**src/rtl/sprite_plot_arbiter_pkg.sv**
```systemverilog
// Shared definitions for the sprite/animation blocks: default geometry, requester
// indices and the plot sequencer state encoding.
package sprite_plot_arbiter_pkg;

    localparam int unsigned DefSprW = 10;
    localparam int unsigned DefSprH = 11;
    localparam int unsigned DefScrW = 160;
    localparam int unsigned DefScrH = 120;

    localparam int unsigned ReqPlayer = 0;
    localparam int unsigned ReqEnemy  = 1;

    typedef enum logic [1:0] {
        StIdle,
        StErase,
        StDraw,
        StDone
    } plot_state_e;

endpackage

```
**src/rtl/sprite_plot_arbiter_scan.sv**
```systemverilog
// Sprite pixel scanner: walks col 0..SPR_W-1 inside row 0..SPR_H-1 from a base corner
// and flags pixels that fall off the visible screen.
module sprite_scan
    import sprite_plot_arbiter_pkg::*;
#(
    parameter int unsigned SPR_W = DefSprW,
    parameter int unsigned SPR_H = DefSprH,
    parameter int unsigned SCR_W = DefScrW,
    parameter int unsigned SCR_H = DefScrH
) (
    input  logic       clk_i,
    input  logic       reset_i,
    input  logic       start_i,
    input  logic [7:0] base_x_i,
    input  logic [6:0] base_y_i,
    output logic       run_o,
    output logic       last_o,
    output logic       on_screen_o,
    output logic [7:0] x_o,
    output logic [6:0] y_o
);
    localparam int unsigned ColW = (SPR_W > 1) ? $clog2(SPR_W) : 1;
    localparam int unsigned RowW = (SPR_H > 1) ? $clog2(SPR_H) : 1;

    logic [ColW-1:0] col_q, col_d;
    logic [RowW-1:0] row_q, row_d;
    logic            run_q, run_d;
    logic [8:0]      x_full;
    logic [7:0]      y_full;

    // Wider sums so off-screen pixels clip instead of wrapping.
    assign x_full      = {1'b0, base_x_i} + 9'(col_q);
    assign y_full      = {1'b0, base_y_i} + 8'(row_q);
    assign on_screen_o = (x_full < 9'(SCR_W)) && (y_full < 8'(SCR_H));
    assign x_o         = x_full[7:0];
    assign y_o         = y_full[6:0];
    assign run_o       = run_q;
    assign last_o      = run_q && (col_q == ColW'(SPR_W - 1)) && (row_q == RowW'(SPR_H - 1));

    always_comb begin
        col_d = col_q;
        row_d = row_q;
        run_d = run_q;
        if (start_i) begin
            col_d = '0;
            row_d = '0;
            run_d = 1'b1;
        end else if (run_q) begin
            if (last_o) begin
                run_d = 1'b0;
            end else if (col_q == ColW'(SPR_W - 1)) begin
                col_d = '0;
                row_d = row_q + 1'b1;
            end else begin
                col_d = col_q + 1'b1;
            end
        end
    end

    always_ff @(posedge clk_i) begin
        if (reset_i) begin
            col_q <= '0;
            row_q <= '0;
            run_q <= 1'b0;
        end else begin
            col_q <= col_d;
            row_q <= row_d;
            run_q <= run_d;
        end
    end

endmodule

```
**src/rtl/sprite_plot_arbiter.sv**
```systemverilog
// Round-robin arbiter that erases a requester's sprite at its old position and redraws
// it at the new one, emitting one registered VGA pixel write per cycle.
module sprite_plot_arbiter
    import sprite_plot_arbiter_pkg::*;
#(
    parameter int unsigned SPR_W = DefSprW,
    parameter int unsigned SPR_H = DefSprH,
    parameter int unsigned SCR_W = DefScrW,
    parameter int unsigned SCR_H = DefScrH
) (
    input  logic        clk_i,
    input  logic        reset_i,
    input  logic [1:0]  req_i,
    input  logic [15:0] old_x_i,
    input  logic [13:0] old_y_i,
    input  logic [15:0] new_x_i,
    input  logic [13:0] new_y_i,
    input  logic [5:0]  colour_i,
    input  logic [2:0]  bg_colour_i,
    output logic [1:0]  grant_o,
    output logic [1:0]  done_o,
    output logic        busy_o,
    output logic        plot_o,
    output logic [7:0]  vga_x_o,
    output logic [6:0]  vga_y_o,
    output logic [2:0]  vga_colour_o
);
    plot_state_e state_q, state_d;
    logic [1:0]  grant_q, grant_d, done_q, done_d;
    logic        busy_q, busy_d, plot_q, plot_d;
    logic [7:0]  vga_x_q, vga_x_d, old_x_q, old_x_d, new_x_q, new_x_d;
    logic [6:0]  vga_y_q, vga_y_d, old_y_q, old_y_d, new_y_q, new_y_d;
    logic [2:0]  vga_colour_q, vga_colour_d, colour_q, colour_d;
    logic        rr_last_q, rr_last_d;  // index of the requester granted last
    logic        draw_q, draw_d;        // scanner is walking the new position

    logic       req_any, win;
    logic       scan_start, scan_run, scan_last, scan_on;
    logic [7:0] scan_x;
    logic [6:0] scan_y;

    assign req_any = |req_i;
    assign win     = req_i[ReqEnemy] & (~req_i[ReqPlayer] | ~rr_last_q);

    sprite_scan #(
        .SPR_W(SPR_W),
        .SPR_H(SPR_H),
        .SCR_W(SCR_W),
        .SCR_H(SCR_H)
    ) u_scan (
        .clk_i      (clk_i),
        .reset_i    (reset_i),
        .start_i    (scan_start),
        .base_x_i   (draw_q ? new_x_q : old_x_q),
        .base_y_i   (draw_q ? new_y_q : old_y_q),
        .run_o      (scan_run),
        .last_o     (scan_last),
        .on_screen_o(scan_on),
        .x_o        (scan_x),
        .y_o        (scan_y)
    );

    // The scanner runs one cycle ahead of the registered outputs, so state_q tracks
    // what is currently visible on the pins.
    always_comb begin
        state_d    = state_q;
        grant_d    = '0;
        done_d     = '0;
        scan_start = 1'b0;
        draw_d     = draw_q;
        rr_last_d  = rr_last_q;
        old_x_d    = old_x_q;
        old_y_d    = old_y_q;
        new_x_d    = new_x_q;
        new_y_d    = new_y_q;
        colour_d   = colour_q;
        unique case (state_q)
            StIdle: begin
                if (req_any) begin
                    state_d      = StErase;
                    scan_start   = 1'b1;
                    draw_d       = 1'b0;
                    rr_last_d    = win;
                    grant_d[win] = 1'b1;
                    old_x_d      = win ? old_x_i[15:8] : old_x_i[7:0];
                    old_y_d      = win ? old_y_i[13:7] : old_y_i[6:0];
                    new_x_d      = win ? new_x_i[15:8] : new_x_i[7:0];
                    new_y_d      = win ? new_y_i[13:7] : new_y_i[6:0];
                    colour_d     = win ? colour_i[5:3] : colour_i[2:0];
                end
            end
            StErase: begin
                grant_d = grant_q;
                if (scan_last && !draw_q) begin
                    scan_start = 1'b1;
                    draw_d     = 1'b1;
                end
                if (draw_q) begin
                    state_d = StDraw;
                end
            end
            StDraw: begin
                if (scan_run) begin
                    grant_d = grant_q;
                end else begin
                    state_d = StDone;
                    done_d  = grant_q;
                end
            end
            StDone: begin
                state_d = StIdle;
            end
        endcase
        busy_d       = (state_d == StErase) || (state_d == StDraw);
        plot_d       = scan_run && scan_on;
        vga_x_d      = plot_d ? scan_x : '0;
        vga_y_d      = plot_d ? scan_y : '0;
        vga_colour_d = plot_d ? (draw_q ? colour_q : bg_colour_i) : '0;
    end

    always_ff @(posedge clk_i) begin
        if (reset_i) begin
            state_q      <= StIdle;
            grant_q      <= '0;
            done_q       <= '0;
            busy_q       <= 1'b0;
            plot_q       <= 1'b0;
            vga_x_q      <= '0;
            vga_y_q      <= '0;
            vga_colour_q <= '0;
            rr_last_q    <= 1'b1;
            draw_q       <= 1'b0;
            old_x_q      <= '0;
            old_y_q      <= '0;
            new_x_q      <= '0;
            new_y_q      <= '0;
            colour_q     <= '0;
        end else begin
            state_q      <= state_d;
            grant_q      <= grant_d;
            done_q       <= done_d;
            busy_q       <= busy_d;
            plot_q       <= plot_d;
            vga_x_q      <= vga_x_d;
            vga_y_q      <= vga_y_d;
            vga_colour_q <= vga_colour_d;
            rr_last_q    <= rr_last_d;
            draw_q       <= draw_d;
            old_x_q      <= old_x_d;
            old_y_q      <= old_y_d;
            new_x_q      <= new_x_d;
            new_y_q      <= new_y_d;
            colour_q     <= colour_d;
        end
    end

    assign grant_o      = grant_q;
    assign done_o       = done_q;
    assign busy_o       = busy_q;
    assign plot_o       = plot_q;
    assign vga_x_o      = vga_x_q;
    assign vga_y_o      = vga_y_q;
    assign vga_colour_o = vga_colour_q;

endmodule

```
**config.mk**
```make
export PLATFORM = sky130hd
export DESIGN_NAME = sprite_plot_arbiter
export DESIGN_NICKNAME = d
export VERILOG_FILES = /design/src/rtl/sprite_plot_arbiter_pkg.sv /design/src/rtl/sprite_plot_arbiter_scan.sv /design/src/rtl/sprite_plot_arbiter.sv
export SDC_FILE = /design/constraint.sdc
export NUM_CORES = 1
export LEC_CHECK = 0
export ABC_AREA = 1
export CORE_ASPECT_RATIO = 1.25
export CORE_MARGIN = 5
export CORE_UTILIZATION = 49
export CTS_CLUSTER_DIAMETER = 100
export DETAILED_ROUTE_END_ITERATION = 10
export PLACE_DENSITY = 0.8
export RECOVER_POWER = 25
export SYNTH_ARGS = -nofsm -noshare
export SYNTH_HDL_FRONTEND = slang
export SYNTH_HIERARCHICAL = 1
export SYNTH_SLANG_ARGS = --single-unit
```
**constraint.sdc**
```tcl
create_clock -name clk_i -period 2.93 [get_ports clk_i]
set_input_delay 0.4395 -clock clk_i [delete_from_list [all_inputs] [get_ports clk_i]]
set_output_delay 0.4395 -clock clk_i [all_outputs]
set_load 0.01 [all_outputs]
```
# Yosys cells after proc, flatten, opt, wreduce, memory -nomap -nowiden
# Cells that the tools add are included.
# totals
ff_bits	70
wordCells	90
# classes
add_sub_neg	4
n_lt_le_gt_ge	4
n_eq_ne	10
mux	27
n_bitwise	8
reduce_logical	19
# op_table
op	count
8-bit 2-to-1 mux	3
7-bit 2-to-1 mux	3
2-bit 2-to-1 mux	5
8-bit by 4-bit adder with 9-bit output	1
9-bit by 8-bit < comparator with 1-bit output (second input constant)	1
4-bit by 1-bit adder with 4-bit output (second input constant)	2
7-bit by 4-bit adder with 8-bit output	1
4-bit == test (second input constant)	2
8-bit by 7-bit < comparator with 1-bit output (second input constant)	1
1-bit 2-to-1 mux	8
2-bit case mux with 4 select lines	1
2-bit == test (second input constant)	3
1-bit logical AND	6
3-bit 2-to-1 mux	2
2-bit inequality test (second input constant)	3
1-bit inverter	6
2-bit case mux with 3 select lines	1
2-bit AND reduction	3
3-bit AND reduction	2
2-bit OR reduction	3
2-bit by 1-bit == test with 1-bit output (second input constant)	2
4-bit 2-to-1 mux	1
1-bit case mux with 2 select lines	2
3-bit OR reduction	1
9 further kinds	9

# Logic depth before layout (Yosys ltp)
# depth
word_depth	9
mapped_depth	20
depth_no_buf	19

# Hierarchy
# The synthesis kept the hierarchy.
# modules_own_cells
mod	instances	cells_per_inst	area_each_um2	seq_area_each_um2
sprite_plot_arbiter	1	450	2824.0	1221.2
sprite_scan	1	162	998.5	180.2

# Worst setup path after synthesis
# No wires, ideal clock.
# synth_path
path_type	register -> register
start	register draw_q
end	register vga_x_q[5] (netlist: vga_x_o[5])
arrival_time_ns	2.549
t_required_ns	2.866
slack_ns	0.317
stages_incl_launch_ff	20
cell_sequence	dfxtp_1 -> buf_2 -> buf_1 -> nand2_1 -> nand2_1 -> ha_1 -> inv_1 -> fa_1 -> inv_1 -> nand3_1 -> nand2_1 -> nand3_1 -> nand2_1 -> nand3_1 -> nand2_1 -> nand2_1 -> nor2_1 -> nand3_1 -> buf_2 -> nor2_1
# synth_between
elab_chain_len	7
word_cells_on_any_way	10
cone_classes	2 x add/sub; 2 x order compare; 2 x mux; 1 x bitwise; 3 x reduce/logical
# synth_rtl
item	line	rtl
from (decl)	sprite_plot_arbiter.sv:35	logic draw_q, draw_d;
from (signal assigned)	sprite_plot_arbiter.sv:148	draw_q <= draw_d;
8-bit 2-to-1 mux or 7-bit 2-to-1 mux (tied branches)	sprite_plot_arbiter.sv:54, sprite_plot_arbiter.sv:55	
8-bit by 4-bit adder with 9-bit output or 7-bit by 4-bit adder with 8-bit output (tied branches)	sprite_plot_arbiter_scan.sv:32, sprite_plot_arbiter_scan.sv:33	
9-bit by 8-bit < comparator with 1-bit output or 8-bit by 7-bit < comparator with 1-bit output (tied branches)	sprite_plot_arbiter_scan.sv:34	assign on_screen_o = (x_full < 9'(SCR_W)) && (y_full < 8'(SCR_H));
1-bit logical AND (*)	sprite_plot_arbiter_scan.sv:34	
net scan_on	sprite_plot_arbiter.sv:38	logic scan_start, scan_run, scan_last, scan_on;
1-bit logical AND (*)	sprite_plot_arbiter.sv:115	plot_d = scan_run && scan_on;
1-bit inverter (no line) (*)	-	
2-bit OR reduction (no line) (*)	-	
to (signal assigned)	sprite_plot_arbiter.sv:144	vga_x_q <= vga_x_d;
to (decl)	sprite_plot_arbiter.sv:31	logic [7:0] vga_x_q, vga_x_d, old_x_q, old_x_d, new_x_q, new_x_d;
# Mark *: on every way through the listed nets, which the timed path passes. The rest lies on a longest branch.
# A chain may end at the register's enable or synchronous reset.

# Worst setup path in the final report
# layout_path
start	register draw_q
end	register vga_x_q[2] (netlist: vga_x_o[2])
# The elaborated chain is that of the path after synthesis.

==> run metrics <==
status=finished clean; # rows=36; Net Sw Power=0.6354 mW; Final period util=87.70%; Buf/Inv on CP=4; GRT Residual Overflow=0; die area=0.009678 mm²; Layout area overhead=31.72%; # port buffers=96; maximum fanout along the worst path=9; HPWL after DPL=6934 µm; vias in the first global route=3485; r2r endpoint=vga_x_o[2]; final core occ=65.37%; final setup vio count=0; cts hold-fix bufs=0; Slew @ Worst Pin=1.206 ns; Relative slew margins=19.60%; remaining antenna violation count=0; Placement Cell Area=0.004856 mm²; flop2flop setup slack=0.36 ns; Seq cells post-synth=70; clk root buf=clkbuf_8; post-cts resize count=0; Post-Syn Instances=612; crit path from=draw_q; crit-path leading delay family=simple AND/OR/NAND/NOR gates; maxcap violations=0; critical path depth=18; cell area after layout=0.005035 mm²; Die Span Y=108.7 µm; Worst Path Arrival=2.86 ns; Most used DFF post-synth=dfxtp_1; kind of critical path=reg2reg; Internal Pwr Total=1.630 mW; WL/cell=11.13 µm; n_diodes=0; Placed Instances=788; Post-Route Skew=0.01268 ns; Worst IR Drop VDD=0.0002937 V; Max Clk Rate=389.2 MHz; Post-synth ARST share=0%; clk sinks=70; clk buf depth=2; final WL=8946 µm; total CTS buffers=9; sequential element share of the synthesized area=36.66%; commonest non-fill, non-tap cell in the layout=nand2_1; layout cells sized above 1=5.219%; overall power=2.266 mW; Post-Synthesis Net Count=697; Pwr Density=450.0 mW/mm²; YS warnings=6; crit path cell chain=inv_1 -> nand2_1 -> nand2_1 -> ha_1 -> inv_1 -> fa_1 -> inv_1 -> nand3_1 -> nand2_1 -> nand3_1 -> nand2_1 -> nand3_1 -> nand2_1 -> nand2_1 -> nor2_1 -> nand3_2 -> buf_4 -> nor2_1; Post-Layout Cell Count=804; mean area per synthesized cell=6.246 µm²; hold path startpoint=rr_last_q; most numerous cell on the critical path=nand2_1; CP max stage cell=fa_1; RSZ-0062 raised after global routing=no; Syn Std Cell Area=0.003822 mm²; final net count=789; sequential share of power=46.9%; core area=0.007702 mm²; routability cong.=0.9207; final routed DRC violation total=0; Initial DRC Count=178; clk_lat worst skew=0.35 ns; leakage power=2.622 nW; Final min period=2.570 ns; R2R cell count=18; commonest cells after routing, fill and taps aside=nand2_1, nor2_1, inv_1; hold path depth=2; Worst path max stage delay=0.40 ns; setup repair bufs after CTS=0; first-pass GRT wire length=14790 µm; Hold Fails Final Rpt=0; Worst-path clk slew=0.07 ns; initial antenna violation count=0; Final Max Tran Viols=0; Setup crit end kind=flop; EDFF count, synth=0; r2r startpoint=draw_q; IO Count=97; Sw Ratio=28.04%; critical path data required time=3.22 ns; Synth cell types=30; largest net degree at the start of global routing=49; Logic pwr share=20.3%; CTS tree=built; initial core utilization=49.63%; routed vias/inst=4.724; H-tree depth=3; Hold EP=rr_last_q; Worst Setup Start Kind=flop; power share of the clock group=32.8%; Worst Hold Class=reg2reg; DRT Pass-1 Iters=4; die width=89.00 µm; setup TNS=0 ns; vias post-DR=3798; GRT Overall Usage=19.04%
==> power groups by stage <==
stage	clock (mW)	sequential, mW	combinational, mW
3_5_place_dp	0	1.08	0.461
5_1_grt	0.796	1.07	0.522
4_1_cts	0.749	1.06	0.464
3_3_place_gp	0	1.08	0.453
2_1_floorplan	0	1.07	0.279
6_report	0.744	1.06	0.460
==> routing by layer <==
metal	vias to the layer above	track usage (%)	part of all wire, %
met2	101	31.32	48
met4	0	7.234	1.8
met1	1652	24.25	45
met5	-	0	0
li1	2029	-	-
met3	16	4.082	5.4
==> Yosys cell counts (5+ instances only) <==
cell type  number  area (µm²)
nand2_1       176       660.6
nor2_1        128       480.5
inv_1          87       326.6
dfxtp_1        70        1401
o21ai_0        35       175.2
nand3_1        24       120.1
a21oi_1        14       70.07
ha_1           10       125.1
nand2_2        10       62.56
buf_2           8       40.04
clkbuf_1        7       26.28
nand3b_1        5       37.54
==> final cells by class <==
| type | count | area, µm² |
|---|---|---|
| Fill cell | 686 | 2668 |
| Multi-Input combinational cell | 428 | 1948 |
| Sequential cell | 70 | 1401 |
| Timing Repair Buffer | 104 | 1042 |
| Inverter | 91 | 341.6 |
| Clock buffer | 12 | 135.1 |
| Tap cell | 95 | 118.9 |
| Clock inverter | 4 | 47.55 |
==> worst min-delay path, cell delays in order, from the launching register on <==
cell and delay (ns):
dfxtp_1 0.33, nand2_1 0.06, nand3_1 0.06
==> state kept, by name (all words and copies together) (netlist names), 2 cells and up <==
register / cells
old_y_q: 7
old_x_q: 8
grant_o: 2
new_y_q: 7
colour_q: 3
vga_colour_o: 3
vga_y_o: 7
u_scan/col_q: 4
new_x_q: 8
state_q: 2
u_scan/row_q: 4
vga_x_o: 8
done_o: 2
==> per-stage QoR <==
step	hold slack (ns)	worst slack [ns]
global route	0.5012	0.05448
detailed placement	0.4570	0.2856
global placement	0.4409	0.4178
CTS	0.4778	0.2643
floorplan	0.4287	0.3173
finish	0.4796	0.3605
==> cells by family (layout without fill, tap and decap cells) <==
kind of cell    after synthesis  in the layout  synth area share, %
buf+inv                     114            211                12.37
flops                        70             70                36.66
fa+ha+maj                    12             12                4.321
compound gates               54             54                7.103
xor+xnor                      6              6                1.375
simple gates                356            356                38.17
==> worst max-delay path by stage <==
stage	to
3_5_place_dp	vga_x_o[2]
5_1_grt	vga_x_o[7]
6_report	vga_x_o[2]
2_1_floorplan	vga_x_o[5]
3_3_place_gp	vga_x_o[0]
4_1_cts	vga_x_o[2]
Power figures use the tool's default switching activity.
